[config.mk]
export PLATFORM = sky130hd
export DESIGN_NAME = mac_result_packer
export DESIGN_NICKNAME = d
export VERILOG_FILES = /design/src/rtl/mac_result_packer.sv
export SDC_FILE = /design/constraint.sdc
export NUM_CORES = 1
export LEC_CHECK = 0
export CAP_MARGIN = 10
export CORE_MARGIN = 5
export CORE_UTILIZATION = 60
export CTS_CLUSTER_DIAMETER = 40
export CTS_CLUSTER_SIZE = 28
export DETAILED_ROUTE_END_ITERATION = 12
export GPL_ROUTABILITY_DRIVEN = 0
export PLACE_DENSITY = 0.91
export REMOVE_ABC_BUFFERS = 1
export SYNTH_ARGS = -nofsm -noshare
export SYNTH_HDL_FRONTEND = slang
export SYNTH_SLANG_ARGS = --single-unit
[constraint.sdc]
create_clock -name clk -period 5.1 [get_ports clk]
set_input_delay 1.53 -clock clk [delete_from_list [all_inputs] [get_ports clk]]
set_output_delay 1.53 -clock clk [all_outputs]
set_load 0.01 [all_outputs]
[src/rtl/mac_result_packer.sv]
// ============================================================================
// Module   : mac_result_packer
// Brief    : Packs 20-bit adder-tree sums plus a max exponent into half-precision
//            words through a 2-stage pipeline and a 4-entry output FIFO.
//            Optional macro SUBNORMAL_EN produces subnormals for E<=0
//            (default build flushes them to signed zero).
// Revision : 1.0 - initial release
// ============================================================================
`default_nettype none

module mac_result_packer (
    input  logic        clk,
    input  logic        rst,
    input  logic        in_valid,
    output logic        in_ready,
    input  logic [19:0] signed_sum,
    input  logic [4:0]  exp_max,
    output logic        out_valid,
    input  logic        out_ready,
    output logic [15:0] out_data,
    output logic [15:0] result_cnt
);

    localparam int unsigned C_DEPTH = 4;

    // Stage 1 registers
    logic        r_s1_valid;
    logic        r_s1_sign;
    logic [19:0] r_s1_mag;
    logic [4:0]  r_s1_p;
    logic [4:0]  r_s1_exp;

    // Stage 2 registers
    logic        r_s2_valid;
    logic [15:0] r_s2_data;

    // FIFO
    logic [15:0] r_mem [C_DEPTH];
    logic [1:0]  r_wr_ptr;
    logic [1:0]  r_rd_ptr;
    logic [2:0]  r_count;
    logic [15:0] r_result_cnt;

    logic        w_accept;
    logic        w_push;
    logic        w_pop;
    logic [2:0]  w_occ;
    logic [19:0] w_mag;
    logic [4:0]  w_p;
    logic signed [6:0] w_e;
    logic [9:0]  w_mant;
    logic [15:0] w_pack;

    // The pipeline never stalls: admission control keeps total occupancy <= 4,
    // so the FIFO always has room for whatever leaves S2.
    assign w_occ     = r_count + {2'b00, r_s1_valid} + {2'b00, r_s2_valid};
    assign in_ready  = (w_occ < 3'd4);
    assign w_accept  = in_valid && in_ready;
    assign w_push    = r_s2_valid;
    assign out_valid = (r_count != 3'd0);
    assign w_pop     = out_valid && out_ready;
    assign out_data  = out_valid ? r_mem[r_rd_ptr] : 16'h0000;
    assign result_cnt = r_result_cnt;

    assign w_mag = signed_sum[19] ? (~signed_sum + 20'd1) : signed_sum;

    always_comb begin
        w_p = 5'd0;
        for (int i = 0; i < 20; i++) begin
            if (w_mag[i]) begin
                w_p = 5'(i);
            end
        end
    end

    assign w_e    = $signed({2'b00, r_s1_exp}) + $signed({2'b00, r_s1_p}) - 7'sd8;
    // Normalise so the leading one sits at bit 19; mantissa is bits 18:9.
    assign w_mant = 10'((r_s1_mag << (5'd19 - r_s1_p)) >> 9);

`ifdef SUBNORMAL_EN
    logic [6:0] w_shift;
    logic [9:0] w_sub;
    assign w_shift = 7'd1 - w_e;
    assign w_sub   = (w_shift > 7'd10) ? 10'd0 : 10'({1'b1, w_mant} >> w_shift[3:0]);
`endif

    always_comb begin
        w_pack = 16'h0000;
        if (r_s1_mag == 20'd0) begin
            w_pack = 16'h0000;
        end else if (w_e > 7'sd30) begin
            w_pack = {r_s1_sign, 5'd30, 10'h3FF};
        end else if (w_e > 7'sd0) begin
            w_pack = {r_s1_sign, w_e[4:0], w_mant};
        end else begin
`ifdef SUBNORMAL_EN
            w_pack = {r_s1_sign, 5'd0, w_sub};
`else
            w_pack = {r_s1_sign, 15'd0};
`endif
        end
    end

    always_ff @(posedge clk) begin
        if (rst) begin
            r_s1_valid   <= 1'b0;
            r_s1_sign    <= 1'b0;
            r_s1_mag     <= 20'd0;
            r_s1_p       <= 5'd0;
            r_s1_exp     <= 5'd0;
            r_s2_valid   <= 1'b0;
            r_s2_data    <= 16'h0000;
            r_wr_ptr     <= 2'd0;
            r_rd_ptr     <= 2'd0;
            r_count      <= 3'd0;
            r_result_cnt <= 16'd0;
        end else begin
            r_s1_valid <= w_accept;
            if (w_accept) begin
                r_s1_sign <= signed_sum[19];
                r_s1_mag  <= w_mag;
                r_s1_p    <= w_p;
                r_s1_exp  <= exp_max;
            end
            r_s2_valid <= r_s1_valid;
            if (r_s1_valid) begin
                r_s2_data <= w_pack;
            end
            if (w_push) begin
                r_wr_ptr <= r_wr_ptr + 2'd1;
            end
            if (w_pop) begin
                r_rd_ptr     <= r_rd_ptr + 2'd1;
                r_result_cnt <= r_result_cnt + 16'd1;
            end
            case ({w_push, w_pop})
                2'b10:   r_count <= r_count + 3'd1;
                2'b01:   r_count <= r_count - 3'd1;
                default: r_count <= r_count;
            endcase
        end
    end

    // Storage needs no reset: out_data is masked while the FIFO is empty.
    always_ff @(posedge clk) begin
        if (w_push) begin
            r_mem[r_wr_ptr] <= r_s2_data;
        end
    end

endmodule

`default_nettype wire

==> out/results.ini <==
[run_status]
status=completed

[layout]
regArea_um2=3400
multi_input_area_um2=3400
fillCellCount=733
diodes=0
fin_nets=765
stdcell_area_um2=8330
syn_to_final_growth_pct=17.3
drive_above_1_share=0.0960
utilization=0.724

[drt]
drc=0
drtIter0Drc=582
dr.pass1.iters=5
antenna_left=0
vias=5422
wirelength_um=16300
viasPerCell=6.22
wl_per_cell_um=18.6

[synthesis]
synth_cell_types=62
synthArstFlopShare=0
syn_area_um2=7100
ys.flop_type=dfxtp_1
yosys.area.top_type=edfxtp_1
synth_top_area_share=0.271
yosys_warnings=0
syn_inst=671
avgSynthCellArea_um2=10.6
synth_commonest_cells=dfxtp_1, nor2_1, edfxtp_1, nand2_1
yosysSeqAreaShare=0.479
synth_edf_count=64
ys_seq_elements=138
ys_top_cells_by_area=edfxtp_1, dfxtp_1, mux4_2
synthMostInstantiatedCell=dfxtp_1

[worst_setup_path]
cp_max_fo=5
worst_setup_path_end_kind=flop
rr_worst_depth=10
crit_path_max_incr_delay_ps=580
critical_path_class=input port to flop
reg2reg_slack_ps=1530
start_kind=input port
r2r-start=r_s1_p[1]
crit_required_ps=5450
timing.rr.end=r_s2_data[6]
worstPathArrival_ps=4450
worst_path_max_delay_cell=or4_4
crit_chain=clkdlybuf4s50_1 -> inv_1 -> ha_1 -> or4b_4 -> or4_4 -> o31ai_4 -> xor2_2 -> nand2_1 -> a221o_1 -> a31oi_1

[floorplanning]
core_um2=11500
num_rows=39
design.die.area_um2=14100
io_pins=63
die_h_um=119
initial_utilization=0.617
fp.dieW_um=119

[timing]
worst_slew_pin_slew_ps=1110
setup_ws_ps=997
timing.fmax_ghz=0.244
slew_viol_final=0
rsz0062_at_grt=no
period_minus_slack_ps=4100
hold_ws_ps=466
timing_hold_violations_final=0
setup_viol=0
slew_headroom=0.259
skew_ps=8.84
fin_setup_tns_ps=0
fin_crit_sh=0.804

[grt]
grt_use_total=0.239
grt_start_max_net_pins=47
grt_pass1_wl_um=27200
grt_pass1_vias=5443
antenna_found_initial=0
grt_overflow=0

[run]
maxCapViolCount=0

[placed_design]
placed_cell_area_um2=7760
post-dp-hpwl_um=10800
port_buffers=62
pre_cts_ws_ps=598

[clock_network]
cts.sinks=138
root_buffer=clkbuf_16
cts_max_level=4
postCtsHoldBufs=0
cts_tree=yes
post_cts_resize_count=0
numCtsBuffers=17
clkSlewWorstSetupHoldPaths_ps=60
clkLatencyLatePin_ps=420
cts.path.max_buffers=2
cts_setup_buffers=0

[hold_path]
hp-start=r_s1_exp[4]
hold_depth=2
min_path_type=flop to flop
hold_path_end=r_s1_exp[4]

[power]
ir_drop_uv=250
cellPowerDensity_nw_per_um2=390
leakage_nw=2.97

cell type report:
cell class | count | share of cell area
Clock buffer | 20 | 0.0536
Inverter | 34 | 0.0153
Clock inverter | 12 | 0.0152
Sequential cell | 138 | 0.408
Multi-Input combinational cell | 458 | 0.408
Timing Repair Buffer | 67 | 0.0784
Tap cell | 143 | 0.0215
metrics by stage:
| step | std cells | power, W |
|---|---|---|
| detailed placement | 840 | 0.00207 |
| global route | 872 | 0.00340 |
| floorplan | 630 | 0.00177 |
| global placement | 840 | 0.00204 |
| CTS | 872 | 0.00326 |
| finish | 872 | 0.00325 |
state kept, by name, summed over array words and instances, names as in the netlist, 2 cells and up, named ones only:
signal      cells
r_wr_ptr        2
r_count         3
r_s1_p          5
result_cnt     16
r_mem          64
r_s1_mag       20
r_s1_exp        5
r_s2_data      16
r_rd_ptr        2
how the worst max path moves through the flow:
stage | from | endpoint | slack, ps | depth (start not counted)
after CTS | signed_sum[1] | r_s1_p[1] | 1030 | 10
after global routing | signed_sum[1] | r_s1_p[1] | 820 | 10
final | signed_sum[0] | r_s1_p[1] | 1000 | 10
after global placement | signed_sum[1] | r_s1_p[1] | 690 | 10
after floorplan | signed_sum[0] | r_s1_p[1] | 1280 | 9
after detailed placement | signed_sum[1] | r_s1_p[1] | 600 | 10
power by group:
group	internal (W)	switching [W]	total (W)
sequential	0.00122	0.0000802	0.00130
clock	0.000730	0.000454	0.00118
combinational	0.000377	0.000387	0.000764
layout by cell type (no fill, tap or decap), types with 7 or more instances in the layout:
| cell | n |
|---|---|
| a211oi_1 | 25 |
| a21oi_1 | 31 |
| a221o_1 | 9 |
| a31oi_1 | 7 |
| and2_1 | 9 |
| and3_1 | 7 |
| clkbuf_16 | 17 |
| clkdlybuf4s50_1 | 61 |
| dfxtp_1 | 74 |
| edfxtp_1 | 64 |
| ha_1 | 18 |
| inv_1 | 33 |
| mux2i_1 | 17 |
| mux4_2 | 23 |
| nand2_1 | 48 |
| nand3_1 | 9 |
| nor2_1 | 69 |
| nor2b_1 | 21 |
| nor4_1 | 10 |
| o21ai_0 | 25 |
| or3_1 | 8 |
| xnor2_1 | 16 |
| xor2_1 | 24 |
worst max-delay path, delay by kind of cell:
family	cells	cell delay (ps)
simple gates	3	1180
fa+ha+maj	1	250
compound gates	3	690
buf+inv	2	600
xor+xnor	1	200
cell families after synthesis:
group / synth area share
DFF: 0.479
muxes: 0.103
xor gates and xnor gates: 0.0516
adders and majority gates: 0.0374
and+or+nand+nor: 0.147
buffers and inverters: 0.0432
AOI/OAI and AO/OA: 0.138
layer usage:
metal | GRT usage | part of all wire | vias to the layer above
li1 | - | - | 2572
met3 | 0.0525 | 0.047 | 31
met5 | 0 | 0 | -
met1 | 0.273 | 0.40 | 2615
met4 | 0.0934 | 0.021 | 0
met2 | 0.436 | 0.53 | 204
(Power assumes the default switching activity.)
